--- src/rtl/ed_pkg.sv ---
// Shared edge-class codes, the class type and the default threshold
// for the 3x3 stream edge classifier.
package ed_pkg;

    typedef logic [1:0] ed_class_t;

    localparam ed_class_t ED_NONE = 2'd0;
    localparam ed_class_t ED_VH   = 2'd1;
    localparam ed_class_t ED_DIAG = 2'd2;

    localparam int unsigned ED_THRESHOLD_DEFAULT = 32'd80;

    // Diagonal wins over vertical/horizontal; code 3 is unreachable.
    function automatic ed_class_t ed_classify(input logic diag, input logic vh);
        ed_class_t cls;
        if (diag) begin
            cls = ED_DIAG;
        end else if (vh) begin
            cls = ED_VH;
        end else begin
            cls = ED_NONE;
        end
        return cls;
    endfunction

endpackage

--- src/rtl/ed_absdiff.sv ---
// Unsigned absolute difference of two DATA_W-bit values; the result
// always fits in DATA_W bits.
module ed_absdiff #(
    parameter int unsigned DATA_W = 8
) (
    input  logic [DATA_W-1:0] a,
    input  logic [DATA_W-1:0] b,
    output logic [DATA_W-1:0] d
);

    // Subtract the smaller operand from the larger one.
    always_comb begin
        if (a >= b) begin
            d = a - b;
        end else begin
            d = b - a;
        end
    end

endmodule

--- src/rtl/ed_stream_classifier.sv ---
// Two-stage valid/ready 3x3 edge classifier with frame-aligned threshold
// updates and saturating per-frame diagonal / vertical-horizontal counts.
module ed_stream_classifier
    import ed_pkg::*;
#(
    parameter int unsigned DATA_W    = 8,
    parameter int unsigned THRESHOLD = ED_THRESHOLD_DEFAULT,
    parameter int unsigned CNT_W     = 20
) (
    input  logic              clk,
    input  logic              rst,
    input  logic              in_valid,
    output logic              in_ready,
    input  logic              in_last,
    input  logic [DATA_W-1:0] p1,
    input  logic [DATA_W-1:0] p2,
    input  logic [DATA_W-1:0] p3,
    input  logic [DATA_W-1:0] p4,
    input  logic [DATA_W-1:0] p6,
    input  logic [DATA_W-1:0] p7,
    input  logic [DATA_W-1:0] p8,
    input  logic [DATA_W-1:0] p9,
    input  logic [DATA_W-1:0] thr_in,
    input  logic              thr_we,
    output logic              out_valid,
    input  logic              out_ready,
    output logic [1:0]        ed_out,
    output logic [DATA_W-1:0] grad_max,
    output logic              out_last,
    output logic              stat_valid,
    output logic [CNT_W-1:0]  stat_diag,
    output logic [CNT_W-1:0]  stat_vh
);

    localparam logic [DATA_W-1:0] THR_RST = DATA_W'(THRESHOLD);
    localparam logic [CNT_W-1:0]  CNT_MAX = {CNT_W{1'b1}};
    localparam logic [CNT_W-1:0]  CNT_ONE = {{(CNT_W-1){1'b0}}, 1'b1};
    localparam logic [CNT_W-1:0]  CNT_ZERO = {CNT_W{1'b0}};

    logic              en_s;
    logic              accept_s;
    logic              hs_s;
    logic [DATA_W-1:0] d1_s, d2_s, dh_s, dv_s;

    logic              s1_valid_r, s1_last_r;
    logic [DATA_W-1:0] s1_d1_r, s1_d2_r, s1_dh_r, s1_dv_r, s1_thr_r;

    logic              diag_s, vh_s;
    ed_class_t         class_s;
    logic [DATA_W-1:0] max_a_s, max_b_s, grad_s;

    logic              out_valid_r, out_last_r;
    ed_class_t         ed_r;
    logic [DATA_W-1:0] grad_r;

    logic [DATA_W-1:0] shadow_thr_r, active_thr_r;

    logic [CNT_W-1:0]  live_diag_r, live_vh_r, diag_next_s, vh_next_s;
    logic              stat_valid_r;
    logic [CNT_W-1:0]  stat_diag_r, stat_vh_r;

    assign en_s     = !out_valid_r || out_ready;
    assign accept_s = in_valid && en_s;
    assign hs_s     = out_valid_r && out_ready;

    ed_absdiff #(.DATA_W(DATA_W)) u_abs_d1 (.a(p1), .b(p9), .d(d1_s));
    ed_absdiff #(.DATA_W(DATA_W)) u_abs_d2 (.a(p3), .b(p7), .d(d2_s));
    ed_absdiff #(.DATA_W(DATA_W)) u_abs_dh (.a(p4), .b(p6), .d(dh_s));
    ed_absdiff #(.DATA_W(DATA_W)) u_abs_dv (.a(p2), .b(p8), .d(dv_s));

    // Shadow takes every write; active follows it only when a frame's last
    // beat is accepted, so the threshold never changes inside a frame.
    always_ff @(posedge clk) begin
        if (rst) begin
            shadow_thr_r <= THR_RST;
            active_thr_r <= THR_RST;
        end else begin
            if (thr_we) begin
                shadow_thr_r <= thr_in;
            end
            if (accept_s && in_last) begin
                active_thr_r <= thr_we ? thr_in : shadow_thr_r;
            end
        end
    end

    // Stage 1: register the four gradients with the threshold in force.
    always_ff @(posedge clk) begin
        if (rst) begin
            s1_valid_r <= 1'b0;
            s1_last_r  <= 1'b0;
            s1_d1_r    <= '0;
            s1_d2_r    <= '0;
            s1_dh_r    <= '0;
            s1_dv_r    <= '0;
            s1_thr_r   <= THR_RST;
        end else if (en_s) begin
            s1_valid_r <= in_valid;
            s1_last_r  <= in_last;
            s1_d1_r    <= d1_s;
            s1_d2_r    <= d2_s;
            s1_dh_r    <= dh_s;
            s1_dv_r    <= dv_s;
            s1_thr_r   <= active_thr_r;
        end
    end

    // Stage 2 combinational classification and maximum gradient.
    always_comb begin
        diag_s  = (s1_d1_r >= s1_thr_r) || (s1_d2_r >= s1_thr_r);
        vh_s    = (s1_dh_r >= s1_thr_r) || (s1_dv_r >= s1_thr_r);
        class_s = ed_classify(diag_s, vh_s);
        max_a_s = (s1_d1_r >= s1_d2_r) ? s1_d1_r : s1_d2_r;
        max_b_s = (s1_dh_r >= s1_dv_r) ? s1_dh_r : s1_dv_r;
        grad_s  = (max_a_s >= max_b_s) ? max_a_s : max_b_s;
    end

    // Stage 2 output registers; they hold while downstream stalls.
    always_ff @(posedge clk) begin
        if (rst) begin
            out_valid_r <= 1'b0;
            out_last_r  <= 1'b0;
            ed_r        <= ED_NONE;
            grad_r      <= '0;
        end else if (en_s) begin
            out_valid_r <= s1_valid_r;
            out_last_r  <= s1_last_r;
            ed_r        <= class_s;
            grad_r      <= grad_s;
        end
    end

    // Saturating next values of the live counters for this handshake.
    always_comb begin
        diag_next_s = live_diag_r;
        vh_next_s   = live_vh_r;
        if (hs_s && (ed_r == ED_DIAG) && (live_diag_r != CNT_MAX)) begin
            diag_next_s = live_diag_r + CNT_ONE;
        end else begin
            diag_next_s = live_diag_r;
        end
        if (hs_s && (ed_r == ED_VH) && (live_vh_r != CNT_MAX)) begin
            vh_next_s = live_vh_r + CNT_ONE;
        end else begin
            vh_next_s = live_vh_r;
        end
    end

    // Frame statistics: publish on the last beat's handshake, then restart.
    always_ff @(posedge clk) begin
        if (rst) begin
            live_diag_r  <= CNT_ZERO;
            live_vh_r    <= CNT_ZERO;
            stat_valid_r <= 1'b0;
            stat_diag_r  <= CNT_ZERO;
            stat_vh_r    <= CNT_ZERO;
        end else if (hs_s && out_last_r) begin
            live_diag_r  <= CNT_ZERO;
            live_vh_r    <= CNT_ZERO;
            stat_valid_r <= 1'b1;
            stat_diag_r  <= diag_next_s;
            stat_vh_r    <= vh_next_s;
        end else begin
            live_diag_r  <= diag_next_s;
            live_vh_r    <= vh_next_s;
            stat_valid_r <= 1'b0;
        end
    end

    assign in_ready   = en_s;
    assign out_valid  = out_valid_r;
    assign ed_out     = ed_r;
    assign grad_max   = grad_r;
    assign out_last   = out_last_r;
    assign stat_valid = stat_valid_r;
    assign stat_diag  = stat_diag_r;
    assign stat_vh    = stat_vh_r;

endmodule

--- config.mk ---
export PLATFORM = sky130hd
export DESIGN_NAME = ed_stream_classifier
export DESIGN_NICKNAME = d
export VERILOG_FILES = /design/src/rtl/ed_pkg.sv /design/src/rtl/ed_absdiff.sv /design/src/rtl/ed_stream_classifier.sv
export SDC_FILE = /design/constraint.sdc
export NUM_CORES = 1
export LEC_CHECK = 0
export CORE_ASPECT_RATIO = 0.6
export CORE_MARGIN = 4
export CORE_UTILIZATION = 32
export CTS_CLUSTER_DIAMETER = 30
export DETAILED_ROUTE_END_ITERATION = 10
export GPL_TIMING_DRIVEN = 0
export SETUP_SLACK_MARGIN = 0.1
export SLEW_MARGIN = 15
export SYNTH_ARGS = -nofsm -noshare
export SYNTH_HDL_FRONTEND = slang
export SYNTH_SLANG_ARGS = --single-unit
--- constraint.sdc ---
create_clock -name clk -period 7.1 [get_ports clk]
set_input_delay 1.42 -clock clk [delete_from_list [all_inputs] [get_ports clk]]
set_output_delay 1.42 -clock clk [all_outputs]
set_load 0.01 [all_outputs]
Word-level counts from Yosys, hierarchy flattened
Index checks and enable logic that the tools add are counted.
{"block": "totals", "inputBits": 78, "elab_cells": 69, "regBits": 151}
{"block": "op_classes", "reduce_logical": 13, "n_addsub": 10, "n_lt_le_gt_ge": 11, "n_eq_ne": 4, "mux": 13}
{"op": "8-bit greater-or-equal comparator", "n": 11}
{"op": "8-bit two-way mux", "n": 8}
{"op": "8-bit subtractor", "n": 8}
{"op": "20-bit by 1-bit adder with 20-bit output, second input constant", "n": 2}
{"op": "20-bit two-way mux", "n": 2}
{"op": "20-bit != test, second input constant", "n": 2}
{"op": "1-bit logical AND", "n": 8}
{"op": "1-bit logical OR", "n": 3}
{"op": "2-bit by 1-bit equality test with 1-bit output, second input constant", "n": 1}
{"op": "2-bit equality test, second input constant", "n": 1}
{"op": "1-bit two-way mux", "n": 2}
{"op": "2-bit two-way mux", "n": 1}
{"op": "2-bit OR reduction", "n": 1}
{"op": "1-bit logical NOT", "n": 1}

Depth between registers and ports, before layout
Gate-level depths: netlist (run 1).
{"block": "logic_depth", "word_depth": 4, "depth_mapped": 16, "mapped_depth_nobuf": 15}

By module
Synthesis (run 1) repeated with hierarchy kept, for this count alone.
{"block": "unflattened", "hier_cells": 1135, "area_unflattened_um2": 9582.9}
{"mod": "ed_stream_classifier", "area_per_inst_um2": 6961.7, "seq_area_each_um2": 3022.9, "cells_per_inst": 809, "n_inst": 1}
{"mod": "ed_absdiff at u_abs_d1 ...", "area_per_inst_um2": 651.9, "seq_area_each_um2": 0.0, "cells_per_inst": 81, "n_inst": 3}
{"mod": "ed_absdiff at u_abs_dv", "area_per_inst_um2": 665.6, "seq_area_each_um2": 0.0, "cells_per_inst": 83, "n_inst": 1}

Worst setup path after synthesis (run 1)
No wires, ideal clock.
{"block": "synth_path", "path_type": "input-to-output", "from": "in out_ready", "to": "out in_ready", "setup_slack_ps": 3306, "path_buffers": 3, "arrival_ps": 2374, "cell_stages": 5, "required_time_ps": 5680, "cell_sequence": "nor2b_1 clkbuf_1 clkinv_1 clkbuf_1 clkbuf_1"}
{"block": "synth_between", "elab_chain_len": 1}
{"item": "start: declaration", "line_no": "ed_stream_classifier.sv:26", "text": "input logic out_ready,"}
{"item": "1-bit logical OR", "line_no": "ed_stream_classifier.sv:62", "text": "assign en_s = !out_valid_r || out_ready;"}
{"item": "end: declaration", "line_no": "ed_stream_classifier.sv:13", "text": "output logic in_ready,"}
No other way between the ends.

Final worst setup path (run 1)
Ends and elaborated chain as after synthesis.

==> results.yml, run 1 <==
flow_run:
  maxCapViolCount: 0
hold_path:
  whs_path_depth: 2
  holdCritPathClass: "reg2reg"
  min-delay-start: "stat_diag[15]"
drt:
  drt_first_pass_iters: 5
  dr_wl_met2_um: 10900
  routedWlPerCell_um: 16.6
  drc: 0
  vias_per_cell: 5.06
  vias: 8858
  ant_nets: 0
  met3_length_um: 2190
  wl_met1_um: 15600
  topRoutingLayerUsed: "met5"
  wl_um: 29000
  drt_iter0_drc: 657
cts:
  holdBufCountCts: 0
  cts_tree: "done"
  htree_num_levels: 4
  post_cts_buffers: 0
  cts_resized: 0
  insertion_delay_ns: 0.43
  path_clk_slew_ns: 0.06
  clock_sinks: 151
  cts_buffer_depth: 2
  cts_buffers: 17
  cts_root_buffer: "clkbuf_16"
sta:
  fin_skew_ns: 0.0171
  finalCritPeriodShare_pct: 85.8
  drv_slew: 0
  fmax_mhz: 164
  setup_viol: 0
  worst_pin_slew_ns: 1.17
  relSlewSlack_pct: 19.6
  final.min_clock_period_ns: 6.09
  grt_setup_unrepaired: "false"
  hold_viol_final: 0
  fin_tns_setup_ns: 0
yosys:
  synthMuxAreaShare_pct: 5.35
  ys_types: 65
  synth-seq-area-share_pct: 30.9
  synth_xor_area_share_pct: 4.48
  syn_area_per_cell_um2: 8.27
  async_flop_share_pct: 0
  synth-simple-area-share_pct: 18.0
  synth-edff-count: 0
  syn_nets: 1387
  synth_compound_area_share_pct: 17.7
  synth_area_um2: 9780
  synth_seq_cells: 151
  synth_top_family_by_area: "simple AND/OR/NAND/NOR gates"
  syn_inst: 1183
  yosysWarnings: 0
  synth_ff_type: "dfxtp_1"
  synthAdderAreaFrac_pct: 16.7
finish:
  syn2layout_area_growth_pct: 23.9
  seqCellArea_um2: 3020
  fill_cells: 3064
  final_cell_mix: "dfxtp_1 (151), clkdlybuf4s50_1 (129), inv_1 (118), ha_1 (118), nand2_1 (110)"
  finish.net_count: 1535
  layout.cells.most_common: "dfxtp_1"
  layout-drive-gt1-share_pct: 3.43
  multiInputGateArea_um2: 6080
critical_path:
  cp.arrival_ns: 4.67
  endpoint_kind: "output port"
  reg2reg_from: "s1_dh_r[0]"
  cp_max_fo: 10
  reg2reg_depth: 16
  required_ns: 5.68
  cp-startpoint: "out_ready"
  crit_type: "in2out"
  crit_path_start_kind: "input pin"
power_and_ir_drop:
  p_total_mw: 2.58
  ir_drop_mv: 0.138
  power.density_nw_per_um2: 213
  power.leakage_nw: 5.14
placed_design:
  hpwlAfterDp_um: 23400
  gp_congestion: 0.954
  portBuffers: 129
floorplanning:
  initial_core_util_pct: 32.6
  pin_count: 132
  die_x_um: 234
  row_count: 49
  core_area_um2: 30000
  dieArea_um2: 33500
  die_h_um: 143
global_route:
  gr-usage-all-layers_pct: 17.2
  overflow: 0
  grt_pass1_wl_um: 45600
  grt_pass1_vias: 8320
  antenna_found_initial: 2
  grt_max_degree: 17
run_status:
  status: "finished clean"
[worst max-delay path: stages]
cell and delay (ns):
clkdlybuf4s50_1 0.47, nor2b_1 0.17, clkbuf_1 0.53, clkinv_1 0.58, clkbuf_1 0.44, clkbuf_1 0.43, clkdlybuf4s50_1 0.61
[per-layer routing]
metal	vias to the layer above	GRT usage, %
li1	4431	-
met1	4153	27.3
met2	245	22.4
met3	25	4.83
met4	4	4.00
met5	-	0
[layout make-up]
cell class | count | area share (%)
multi-input combinational | 859 | 50.2
sequential | 151 | 24.9
timing repair buffer | 129 | 10.7
tap | 408 | 4.21
clock buffer | 23 | 3.78
inverter | 119 | 3.69
buffer | 54 | 1.89
clock inverter | 8 | 0.609
antenna | 1 | 0.0207
[sequential cells by signal, indices dropped and copies added (netlist names), 2 cells and up]
name	count
stat_diag	20
grad_max	8
active_thr_r	8
live_diag_r	20
s1_thr_r	8
shadow_thr_r	8
s1_dh_r	8
ed_out	2
s1_dv_r	8
s1_d1_r	8
live_vh_r	20
stat_vh	20
s1_d2_r	8
[power breakdown]
| group | total (mW) | switching, mW | leakage [nW] | internal (mW) |
|---|---|---|---|---|
| clock | 0.841 | 0.353 | 0.257 | 0.488 |
| sequential | 0.972 | 0.0649 | 1.23 | 0.907 |
| combinational | 0.763 | 0.431 | 3.65 | 0.332 |
| total | 2.58 | 0.849 | 5.14 | 1.73 |
[stage by stage]
step | area (um2) | hold WS (ns) | std cells | utilization, % | worst slack, ns
global route | 12100 | 0.465 | 1751 | 40.3 | 0.995
global placement | 11600 | 0.440 | 1720 | 38.6 | 1.13
finish | 12100 | 0.448 | 1752 | 40.3 | 1.01
CTS | 12100 | 0.451 | 1751 | 40.3 | 1.12
detailed placement | 11600 | 0.442 | 1720 | 38.6 | 1.13
floorplan | 9780 | 0.432 | 1183 | - | 3.31
[kinds of logic (layout without fill, tap and decap cells)]
group                      Yosys count  count (layout)
AOI/OAI and AO/OA                  261             261
muxes                               52              52
DFF                                151             151
xor gates and xnor gates            50              50
other                                0               1
buffers and inverters              173             333
adders and majority gates          126             126
and+or+nand+nor                    370             370
[path summary, 6_finish.rpt]
path / slack, ns / to
worst max-delay path: 1.01 / in_ready
worst min-delay path: 0.45 / stat_diag[15]
worst max register to register: 2.45 / grad_max[2]
worst min register to register: 0.45 / stat_diag[15]
[cells in the mapped netlist (13+ instances only)]
cell type / n / area, um2
dfxtp_1: 151 / 3020
ha_1: 118 / 1480
inv_1: 118 / 443
nand2_1: 110 / 413
nor2_1: 98 / 368
a21oi_1: 55 / 275
mux2i_1: 50 / 500
nand3_1: 49 / 245
o21ai_0: 48 / 240
clkbuf_1: 44 / 165
a211oi_1: 31 / 233
xnor2_1: 28 / 245
nand4_1: 27 / 169
xor2_1: 22 / 193
a21o_1: 21 / 158
o211ai_1: 19 / 143
o21ai_1: 19 / 95.1
nor3_1: 18 / 90.1
nand2b_1: 13 / 81.3
Power figures use the tool's default switching activity.
==> inputs of run 2 (changes only) <==
--- a/config.mk
+++ b/config.mk
@@ -11,7 +11,7 @@
 export CTS_CLUSTER_DIAMETER = 30
 export DETAILED_ROUTE_END_ITERATION = 10
 export GPL_TIMING_DRIVEN = 0
-export SETUP_SLACK_MARGIN = 0.1
+export SETUP_SLACK_MARGIN = 0.4
 export SLEW_MARGIN = 15
 export SYNTH_ARGS = -nofsm -noshare
 export SYNTH_HDL_FRONTEND = slang
==> results of run 2 <==
The final DEF is identical to that of run 1; final timing and power are the same.
